### src/rtl/jk_latch_bank_arbiter.sv
// Two-requester arbiter and enable sequencer for a bank of gated JK latches.
// Define JK_PRIORITY_EN for fixed priority (requester 0 wins ties) instead of round-robin.
module jk_latch_bank_arbiter #(
    parameter int WIDTH         = 4,
    parameter int ENABLE_CYCLES = 1
) (
    input  logic             i_cp,
    input  logic             i_rst,
    input  logic             i_req0,
    input  logic [WIDTH-1:0] i_j0,
    input  logic [WIDTH-1:0] i_k0,
    output logic             o_gnt0,
    output logic             o_done0,
    input  logic             i_req1,
    input  logic [WIDTH-1:0] i_j1,
    input  logic [WIDTH-1:0] i_k1,
    output logic             o_gnt1,
    output logic             o_done1,
    output logic             o_enable,
    output logic [WIDTH-1:0] o_j,
    output logic [WIDTH-1:0] o_k,
    input  logic [WIDTH-1:0] i_q,
    output logic [WIDTH-1:0] o_rdata,
    output logic             o_busy
);

    typedef enum logic [2:0] {
        IDLE,
        SETUP,
        PULSE,
        HOLD,
        DONE
    } state_t;

    localparam logic [3:0] CNT_LAST = 4'(ENABLE_CYCLES - 1);

    state_t           state;
    logic [3:0]       cnt;
    logic             owner;
    logic             win;
    logic [WIDTH-1:0] cmd_j;
    logic [WIDTH-1:0] cmd_k;
    logic [WIDTH-1:0] res_j;
    logic [WIDTH-1:0] res_k;

`ifndef JK_PRIORITY_EN
    logic last;
`endif

    // Toggle (J=K=1) becomes an explicit set or reset against the Q snapshot,
    // so the bank never sees J=K=1 while enabled.
    always_comb begin
`ifdef JK_PRIORITY_EN
        win = ~i_req0;
`else
        if (i_req0 && i_req1) win = ~last;
        else                  win = ~i_req0;
`endif
        cmd_j = win ? i_j1 : i_j0;
        cmd_k = win ? i_k1 : i_k0;
        res_j = (cmd_j & ~cmd_k) | (cmd_j & cmd_k & ~i_q);
        res_k = (cmd_k & ~cmd_j) | (cmd_j & cmd_k & i_q);
    end

    always_ff @(posedge i_cp) begin
        if (i_rst) begin
            state    <= IDLE;
            cnt      <= '0;
            owner    <= 1'b0;
            o_gnt0   <= 1'b0;
            o_gnt1   <= 1'b0;
            o_done0  <= 1'b0;
            o_done1  <= 1'b0;
            o_enable <= 1'b0;
            o_j      <= '0;
            o_k      <= '0;
            o_rdata  <= '0;
            o_busy   <= 1'b0;
`ifndef JK_PRIORITY_EN
            last     <= 1'b1;
`endif
        end else begin
            case (state)
                IDLE: begin
                    if (i_req0 || i_req1) begin
                        owner  <= win;
                        o_gnt0 <= ~win;
                        o_gnt1 <= win;
                        o_j    <= res_j;
                        o_k    <= res_k;
                        o_busy <= 1'b1;
                        state  <= SETUP;
`ifndef JK_PRIORITY_EN
                        last   <= win;
`endif
                    end
                end
                SETUP: begin
                    o_gnt0   <= 1'b0;
                    o_gnt1   <= 1'b0;
                    o_enable <= 1'b1;
                    cnt      <= CNT_LAST;
                    state    <= PULSE;
                end
                PULSE: begin
                    if (cnt == 4'd0) begin
                        o_enable <= 1'b0;
                        state    <= HOLD;
                    end else begin
                        cnt <= cnt - 4'd1;
                    end
                end
                HOLD: begin
                    o_rdata <= i_q;
                    o_done0 <= ~owner;
                    o_done1 <= owner;
                    o_j     <= '0;
                    o_k     <= '0;
                    state   <= DONE;
                end
                DONE: begin
                    o_done0 <= 1'b0;
                    o_done1 <= 1'b0;
                    o_busy  <= 1'b0;
                    state   <= IDLE;
                end
                default: begin
                    state <= IDLE;
                end
            endcase
        end
    end

endmodule

### config.mk
export PLATFORM = sky130hd
export DESIGN_NAME = jk_latch_bank_arbiter
export DESIGN_NICKNAME = d
export VERILOG_FILES = /design/src/rtl/jk_latch_bank_arbiter.sv
export SDC_FILE = /design/constraint.sdc
export NUM_CORES = 1
export LEC_CHECK = 0
export BUFFER_PORTS_ARGS = -buffer_cell sky130_fd_sc_hd__buf_2
export CAP_MARGIN = 40
export CORE_AREA = 2 2 55 57
export DETAILED_ROUTE_END_ITERATION = 8
export DIE_AREA = 0 0 57 59
export GPL_ROUTABILITY_DRIVEN = 0
export PLACE_DENSITY_LB_ADDON = 0.08
export RECOVER_POWER = 25
export SLEW_MARGIN = 30
export SYNTH_ARGS = -nofsm -noshare
export SYNTH_HDL_FRONTEND = slang
export SYNTH_SLANG_ARGS = --single-unit
### constraint.sdc
create_clock -name i_cp -period 2.9 [get_ports i_cp]
set_input_delay 0.29 -clock i_cp [delete_from_list [all_inputs] [get_ports i_cp]]
set_output_delay 0.29 -clock i_cp [all_outputs]
set_load 0.005 [all_outputs]
; ---- Word-level counts from Yosys, hierarchy flattened
; Cells that the tools add are included.
[word_totals]
reg_bits = 27
input_bits = 24
output_inout_bits = 18
word_cells = 73
[op_classes]
addsub = 1
eq_ne = 7
muxes = 22
bitwise = 14
n_reduce_logical = 16
[ops]
columns = op, n
row1 = one-hot mux 4 bit (2 select lines), 3
row2 = bitwise AND 4 bit, 5
row3 = 2-to-1 mux 4 bit, 5
row4 = AND reduction 2 bit, 7
row5 = inverter 4 bit, 3
row6 = one-hot mux 1 bit (2 select lines), 6
row7 = one-hot mux 3 bit (4 select lines), 1
row8 = nonzero test 2 bit, 5
row9 = bitwise OR 4 bit, 2
row10 = equality test 3 x 2 -> 1 bit (second input constant), 2
row11 = 2-to-1 mux 3 bit, 2
row12 = inequality test 2 bit (second input constant), 3
row13 = 2-to-1 mux 1 bit, 5
row14 = logical NOT 4 bit, 1
row15 = inverter 1 bit, 4
row16 = subtractor 4 x 1 -> 4 bit (second input constant), 1
row17 = equality test 3 x 1 -> 1 bit (second input constant), 1
row18 = equality test 3 bit (second input constant), 1
row19 = logical NOT 3 bit, 1
row20 = logical AND 1 bit, 1
row21 = logical OR 1 bit, 1

; ---- Longest topological paths before layout
; Gate-level depths: netlist of the first run.
[logic_depth]
word_depth = 8
mapped_depth = 6
mapped_depth_nobuf = 6

; ---- Least setup slack after synthesis of the first run
; Ideal clock, no wire load.
[synth_path]
path_type = flip-flop to flip-flop
from = reg cnt[0]
to = reg cnt[1]
setup_ns = 0.074
arrival_ns = 1.324
required_ns = 2.826
slack_ns = 1.501
path_stages_with_launch = 6
path_buffers = 0
cell_sequence = dfxtp_1 > inv_1 > ha_1 > nor3b_1 > or4b_1 > a31oi_1
[synth_via]
elab_chain_cells = 3
[synth_lines]
columns = item, line
row1 = from (decl), 38  ; logic [3:0] cnt;
row2 = from (signal assigned), 110  ; cnt <= cnt - 4'd1;
row3 = subtractor 4 x 1 -> 4 bit / logical NOT 4 bit (equally long branches), "110, 106"
row4 = 2-to-1 mux 4 bit / inequality test 2 bit (equally long branches), -
row5 = one-hot mux 4 bit (2 select lines) / AND reduction 2 bit (equally long branches), -
; Several ways; a longest one is shown, not always the timed one. The select of a mux whose other input is x is not followed.
; A chain may end at the register's enable or synchronous reset.

; ---- Final worst setup path of the first run
[layout_path]
from = reg state[0]
to = reg o_k[1]
[layout_via]
elab_chain_cells = 3
[layout_lines]
columns = item, line
row1 = from (decl), 37  ; state_t state;
row2 = from (signal assigned), 67  ; state <= IDLE;
row3 = from (signal assigned), 92  ; state <= SETUP;
row4 = from (signal assigned), 103  ; state <= PULSE;
row5 = equality test 3 x 2 -> 1 bit / logical NOT 3 bit (equally long branches), 83  ; case (state)
row6 = nonzero test 2 bit (no source line) / inequality test 2 bit (equally long branches), -
row7 = AND reduction 2 bit (no source line), -
row8 = to (signal assigned), 90  ; o_k <= res_k;
row9 = to (decl), 21  ; output logic [WIDTH-1:0] o_k,
; Several ways; a longest one is shown, not always the timed one.

==> results of run 1 <==
[critical path, delay by kind of cell, from the launching register on]
family | cells | cell delay (ns)
AOI/OAI and AO/OA | 3 | 0.67
DFF | 1 | 0.68
and+or+nand+nor | 1 | 0.29
[metal layers]
| metal | track usage | vias to the layer above | wire (um) |
|---|---|---|---|
| met5 | 0 | - | 0 |
| met2 | 0.348 | 29 | 1500 |
| met1 | 0.279 | 586 | 1520 |
| li1 | - | 651 | - |
| met4 | 0.0432 | 0 | 14 |
| met3 | 0.0306 | 2 | 131 |
[power by group through the flow]
stage | Combinational [mW] | Clock [mW] | Sequential, mW
4_1_cts | 0.363 | 0.172 | 0.490
2_1_floorplan | 0.298 | 0 | 0.475
3_3_place_gp | 0.352 | 0 | 0.494
5_1_grt | 0.405 | 0.184 | 0.498
6_report | 0.360 | 0.166 | 0.490
3_5_place_dp | 0.363 | 0 | 0.497
[final cells by class]
| cell class | instances | area (um2) |
|---|---|---|
| tap | 31 | 38.8 |
| multi-input combinational | 113 | 810 |
| fill | 239 | 1040 |
| sequential | 27 | 541 |
| timing repair buffer | 41 | 204 |
| inverter | 13 | 48.8 |
| clock buffer | 4 | 26.3 |
[state kept, by name (all words and copies together), names as in the netlist]
register / cells
o_gnt1: 1
o_j: 4
state: 3
o_done0: 1
o_gnt0: 1
o_enable: 1
last: 1
cnt: 4
o_rdata: 4
o_k: 4
o_busy: 1
o_done1: 1
owner: 1
[kinds of logic after synthesis]
family                   after synthesis
flip-flops                            27
multiplexers                           4
AO/OA/AOI/OAI                         42
AND/OR/NAND/NOR                       63
XOR/XNOR                               2
buffers and inverters                 22
adder cells (fa/ha/maj)                2
[how the worst min path moves through the flow]
stage               depth (start not counted)                       to                start  slack (ns)
global route                                3  o_rdata[2]$_SDFFE_PP0P_               i_q[2]        0.24
global placement                            2      o_k[1]$_SDFFE_PP0P_  o_k[1]$_SDFFE_PP0P_        0.45
CTS                                         3  o_rdata[1]$_SDFFE_PP0P_               i_q[1]        0.24
finish                                      3  o_rdata[0]$_SDFFE_PP0P_               i_q[0]        0.24
detailed placement                          2      o_k[2]$_SDFFE_PP0P_  o_k[2]$_SDFFE_PP0P_        0.46
floorplan                                   2  o_rdata[0]$_SDFFE_PP0P_               i_q[0]        0.43
[cells in the final DEF (no fill, tap or decap), drive strengths merged]
master	n
a21oi	11
a31oi	1
or4b	1
and3b	1
a21boi	4
a32oi	1
mux2i	4
nand2b	7
nor3	5
nor2	17
a2111oi	1
o211a	1
buf	40
clkbuf	5
nand2	3
dfxtp	27
nor4	5
and2	9
or3	1
inv	13
o21ai	11
ha	2
o21bai	3
nor4b	1
or2	1
xnor2	2
nor2b	2
o211ai	1
o32ai	8
nor3b	1
or4	1
nand3b	8
==> summary.txt, run 1 <==
Critical path
  – FF-to-FF setup slack: 1.13 ns
  – Crit end category: register
  – Critical-path top delay cell: dfxtp_1
  – Crit path cell chain: and2_4 -> a21oi_1 -> o21bai_2 -> o32ai_1
  – Worst r2r dst: o_k[1]$_SDFFE_PP0P_
  – R2R Path Start: state[0]$_SDFFE_PP0P_
  – CP max stage delay: 0.68 ns
  – Critical path endpoint: o_k[1]$_SDFFE_PP0P_
  – CP Class: reg2reg
  – CP startpoint: state[0]$_SDFFE_PP0P_
  – Worst endpoint data arrival time: 1.96 ns
  – Register-to-Register Path Depth: 4
  – WP data required: 3.09 ns
  – Crit path launch type: register
  – Worst Path Max Fanout: 12

GRT
  – Pin count of the biggest net entering global routing: 19
  – Number of global-route vias before repair: 1245
  – Gr usage total: 0.205
  – Initial antenna violation count: 0
  – First-pass GRT wire length: 5.57 mm
  – Overflow after GRT: 0

Routing
  – Pre-antenna DRT Iters: 4
  – Antenna Violating Nets Remaining: 0
  – Wirelength, routed: 3.17 mm
  – Drt via density: 5.54
  – Drt drc: 0
  – Vias: 1268
  – WL/cell: 13.8 um
  – Initial DRC count: 26

Die
  – # IOs: 42
  – Rows: 19
  – Die Y: 59 um
  – Initial Util: 0.537
  – CORE AREA: 2710 um2
  – DIE AREA: 3360 um2
  – Die Wd: 57 um

Final layout
  – Share of layout cells above drive strength 1: 0.293
  – Post-Layout Cell Count: 229
  – # nets final: 225
  – Final Util: 0.615
  – ANT cells: 0
  – Design Area, Final: 1670 um2
  – Area grow syn2layout: 14.5%

Synth
  – Top cells by instance count after synthesis: dfxtp_1, nor2_1, inv_1
  – Synthesized flop and latch total: 27
  – Register area share after synthesis: 0.371
  – Cell with the most instances after synthesis: dfxtp_1
  – EDFF count, synth: 0
  – XOR/XNOR Fraction of Synth Area: 0.0120
  – Simple-gate share of the synthesized area: 0.271
  – Mapped Area: 1460 um2
  – Unique masters post-synth: 41
  – Synthesized instance count: 162
  – Area leader, netlist: dfxtp_1
  – Dominant synthesized flop cell: dfxtp_1
  – Synth Area in Adders: 0.0172
  – Multiplexer share of the synthesized area: 0.0275
  – Compound-Gate Fraction of Synth Area: 0.228
  – Ys async rst share: 0
  – Mean post-synth cell area: 8.99 um2
  – Post-synth top area share: 0.371
  – Yosys warns: 0
  – Synth top area cells: dfxtp_1, o32ai_2, nand3b_1, nor2_1, a21oi_1
  – Combinational family with the most area after synthesis: simple AND/OR/NAND/NOR gates
  – Synth Net Count: 188

Clock network
  – Post_cts resized: 0
  – # H-tree levels: 1
  – Inserted Clock Buffers: 3
  – CTS clk-pin slew, worst paths: 0.15 ns
  – CTS Buffer Depth: 2
  – CTS Sinks: 27
  – Hold buffers post-CTS: 0
  – CTS tree: yes
  – Clk_lat worst skew: 0.32 ns
  – Setup Fix Bufs, Post-CTS: 0
  – Clock root buffer master: clkbuf_4

Placed design
  – Place WS: 1.13 ns
  – Hpwl dp: 2.41 mm
  – Port bufs: 41
  – DP Area: 1640 um2
  – Placed Instances: 225

Timing
  – Relative slew slack: 0.643
  – Fin. max-slew vios: 0
  – Final setup fails: 0
  – Setup Total Neg Slack: 0 ns
  – Worst-Margin Slew: 0.536 ns
  – Tcrit/Tclk final: 0.611
  – Hold_ws: 0.239 ns
  – Setup ws final: 1.13 ns
  – RSZ-0062 raised after global routing: no
  – Max Fclk: 0.565 GHz
  – Tmin final: 1.77 ns
  – Fin. Hold Viols: 0
  – Clock Skew: 0.00507 ns

Power
  – Switch share: 0.355
  – Comb pwr share: 0.354
  – Clock Power Share: 0.163
  – Pwr Total: 1.02 mW
  – Leakage power: 0.718 nW
  – Power per standard cell area: 609 nW/um2
  – Maximum vdd drop: 405 uV
  – Seq pwr share: 0.482
  – Net switching power: 0.360 mW
  – Int Pwr: 0.656 mW

Run status
  – Status: completed

Flow run
  – Number of max-cap violations: 0

Min path
  – Hold Crit Class: in2reg
Note: power is estimated with default switching activity, not from simulation.
==> run 2: changes to the inputs <==
--- a/config.mk
+++ b/config.mk
@@ -5,11 +5,12 @@
 export SDC_FILE = /design/constraint.sdc
 export NUM_CORES = 1
 export LEC_CHECK = 0
+export ABC_AREA = 1
 export BUFFER_PORTS_ARGS = -buffer_cell sky130_fd_sc_hd__buf_2
 export CAP_MARGIN = 40
-export CORE_AREA = 2 2 55 57
+export CORE_AREA = 2 2 58 60
 export DETAILED_ROUTE_END_ITERATION = 8
-export DIE_AREA = 0 0 57 59
+export DIE_AREA = 0 0 60 62
 export GPL_ROUTABILITY_DRIVEN = 0
 export PLACE_DENSITY_LB_ADDON = 0.08
 export RECOVER_POWER = 25
==> constraint.sdc (replaced) <==
create_clock -name i_cp -period 1.45 [get_ports i_cp]
set_input_delay 0.145 -clock i_cp [delete_from_list [all_inputs] [get_ports i_cp]]
set_output_delay 0.145 -clock i_cp [all_outputs]
set_load 0.005 [all_outputs]
==> summary.txt, run 2 <==
Run status
  – Status: completed (unchanged)

Placed design
  – Port bufs: 41 (unchanged)
  – Placed Instances: 275 (was 225)
  – Hpwl dp: 2.40 mm (was 2.41 mm)
  – Place WS: 0.0931 ns (was 1.13 ns)

Final layout
  – # nets final: 260 (was 225)
  – Share of layout cells above drive strength 1: 0.206 (was 0.293)
  – Commonest non-fill, non-tap cell in the layout: nand2_1 (was buf_2)
  – Most frequent cells in the layout: nand2_1, buf_2, inv_1 (was buf_2, dfxtp_1, nor2_1)
  – ANT cells: 0 (unchanged)
  – Post-Layout Cell Count: 279 (was 229)
  – Area grow syn2layout: 22.3% (was 14.5%)

Die
  – Rows: 21 (was 19)
  – Initial Util: 0.404 (was 0.537)
  – DIE AREA: 3720 um2 (was 3360 um2)
  – CORE AREA: 3180 um2 (was 2710 um2)
  – # IOs: 42 (unchanged)
  – Die Wd: 60 um (was 57 um)
  – Die Y: 62 um (was 59 um)

Routing
  – Drt drc: 0 (unchanged)
  – Wirelength, routed: 2.91 mm (was 3.17 mm)
  – WL/cell: 10.4 um (was 13.8 um)
  – Vias: 1291 (was 1268)
  – Initial DRC count: 65 (was 26)
  – Antenna Violating Nets Remaining: 0 (unchanged)
  – Drt via density: 4.63 (was 5.54)
  – Pre-antenna DRT Iters: 4 (unchanged)

Clock network
  – Clock root buffer master: clkbuf_4 (unchanged)
  – Inserted Clock Buffers: 3 (unchanged)
  – Clk_lat worst skew: 0.33 ns (was 0.32 ns)
  – CTS tree: yes (unchanged)
  – CTS Sinks: 27 (unchanged)
  – CTS clk-pin slew, worst paths: 0.15 ns (about the same)
  – CTS Buffer Depth: 2 (unchanged)
  – Setup Fix Bufs, Post-CTS: 0 (unchanged)
  – # H-tree levels: 1 (unchanged)

Critical path
  – CP Class: reg2reg (unchanged)
  – Worst endpoint data arrival time: 1.55 ns (was 1.96 ns)
  – Crit path cell chain: inv_1 -> ha_1 -> nand2_1 -> nand3_1 -> nand2_1 -> nand3_1 -> nand2_1 -> nor2_1 (was and2_4 -> a21oi_1 -> o21bai_2 -> o32ai_1)
  – Critical-path top delay cell: dfxtp_1 (unchanged)
  – Worst Path Max Fanout: 8 (was 12)
  – WP data required: 1.70 ns (was 3.09 ns)
  – Crit path launch type: register (unchanged)
  – Crit end category: register (unchanged)
  – CP max stage delay: 0.40 ns (was 0.68 ns)
  – CP dominant cell by count: nand2_1

Synth
  – Simple-gate share of the synthesized area: 0.326 (was 0.271)
  – Top cells by instance count after synthesis: nand2_1, inv_1, dfxtp_1 (was dfxtp_1, nor2_1, inv_1)
  – Ys async rst share: 0 (unchanged)
  – Area leader, netlist: dfxtp_1 (unchanged)
  – Combinational family with the most area after synthesis: simple AND/OR/NAND/NOR gates (unchanged)
  – XOR/XNOR Fraction of Synth Area: 0 (was 0.0120)
  – Dominant synthesized flop cell: dfxtp_1 (unchanged)
  – Synthesized instance count: 190 (was 162)
  – EDFF count, synth: 0 (unchanged)
  – Cell with the most instances after synthesis: nand2_1 (was dfxtp_1)
  – Synth Net Count: 216 (was 188)
  – Compound-Gate Fraction of Synth Area: 0.123 (was 0.228)
  – Multiplexer share of the synthesized area: 0 (was 0.0275)
  – Mean post-synth cell area: 6.76 um2 (was 8.99 um2)
  – Yosys warns: 0 (unchanged)
  – Register area share after synthesis: 0.421 (was 0.371)
  – Synthesized flop and latch total: 27 (unchanged)
  – Post-synth top area share: 0.421 (was 0.371)
  – Unique masters post-synth: 21 (was 41)
  – Synth top area cells: dfxtp_1, nand2_1, inv_1, a21oi_1, nand3_1 (was dfxtp_1, o32ai_2, nand3b_1, nor2_1, a21oi_1)
  – Mapped Area: 1280 um2 (was 1460 um2)
  – Synth Area in Adders: 0.0195 (was 0.0172)

GRT
  – Overflow after GRT: 0 (unchanged)
  – Gr usage total: 0.178 (was 0.205)
  – First-pass GRT wire length: 4.95 mm (was 5.57 mm)
  – Pin count of the biggest net entering global routing: 17 (was 19)
  – Initial antenna violation count: 0 (unchanged)
  – Number of global-route vias before repair: 1179 (was 1245)

Timing
  – Clock Skew: 0.00184 ns (was 0.00507 ns)
  – Worst-Margin Slew: 0.243 ns (was 0.536 ns)
  – Relative slew slack: 0.836 (was 0.643)
  – Final setup fails: 0 (unchanged)
  – Max Fclk: 0.768 GHz (was 0.565 GHz)
  – Tmin final: 1.30 ns (was 1.77 ns)
  – Tcrit/Tclk final: 0.898 (was 0.611)
  – Setup ws final: 0.147 ns (was 1.13 ns)
  – Setup Total Neg Slack: 0 ns (unchanged)
  – Fin. max-slew vios: 0 (unchanged)
  – Fin. Hold Viols: 0 (unchanged)

Power
  – Leakage power: 0.817 nW (was 0.718 nW)
  – Pwr Total: 1.82 mW (was 1.02 mW)
  – Power per standard cell area: 1160 nW/um2 (was 609 nW/um2)
  – Maximum vdd drop: 455 uV (was 405 uV)

Min path
  – Hold Crit Class: in2reg (unchanged)

Flow run
  – Number of max-cap violations: 0 (unchanged)
[run 2: worst max-delay path: cells and delay by family (launching register included)]
| family | cells | cell delay, ns |
|---|---|---|
| fa+ha+maj | 1 | 0.20 |
| buf+inv | 1 | 0.07 |
| simple gates | 6 | 0.54 |
| flops | 1 | 0.40 |
[run 2: layout make-up]
class,instances,area [um2]
fill,346,1610
multi-input combinational,128,613
sequential,27,541
timing repair buffer,43,213
inverter,31,116
tap,46,57.6
clock buffer,3,22.5
clock inverter,1,7.51
[run 2: final timing paths]
path	from	to	slack [ns]	cells after the start
setup / recovery	cnt[0]$_SDFFE_PP0P_	cnt[3]$_SDFFE_PP0P_	0.15	8
hold / removal	i_q[2]	o_rdata[2]$_SDFFE_PP0P_	0.08	3
setup reg to reg	cnt[0]$_SDFFE_PP0P_	cnt[3]$_SDFFE_PP0P_	0.15	8
hold reg to reg	o_k[1]$_SDFFE_PP0P_	o_k[1]$_SDFFE_PP0P_	0.47	2
[run 2: logic make-up (layout without fill, tap and decap cells)]
kind of cell    after synthesis  count (layout)
compound gates               29              29
simple gates                 97              97
buf+inv                      35              78
flops                        27              27
fa+ha+maj                     2               2
[run 2: per-layer routing]
| layer | part of all wire | vias to the layer above | wire, um | track usage |
|---|---|---|---|---|
| met5 | 0 | - | 0 | 0 |
| met4 | 0.014 | 0 | 40 | 0.0667 |
| met3 | 0.044 | 5 | 129 | 0.0248 |
| met2 | 0.51 | 36 | 1490 | 0.320 |
| met1 | 0.43 | 561 | 1260 | 0.216 |
| li1 | - | 689 | - | - |
[run 2: timing repair]
action | CTS | global route
hold buffers | 0 | 0
setup endpoints to repair | 0 | 12
gates resized for setup | 0 | 3
[run 2: through the flow]
stage	utilization	cell area (um2)	hold WS (ns)
after floorplan	-	1280	0.294
after global placement	0.483	1540	0.434
after detailed placement	0.483	1540	0.438
after CTS	0.492	1570	0.0727
after global routing	0.494	1570	0.0785
final	0.494	1570	0.0803
[run 2: power by group]
part           switching [mW]  leakage, nW  total, mW  internal (mW)
sequential             0.0700        0.221      0.920          0.850
combinational           0.339        0.582      0.565          0.226
clock                   0.230       0.0139      0.336          0.106
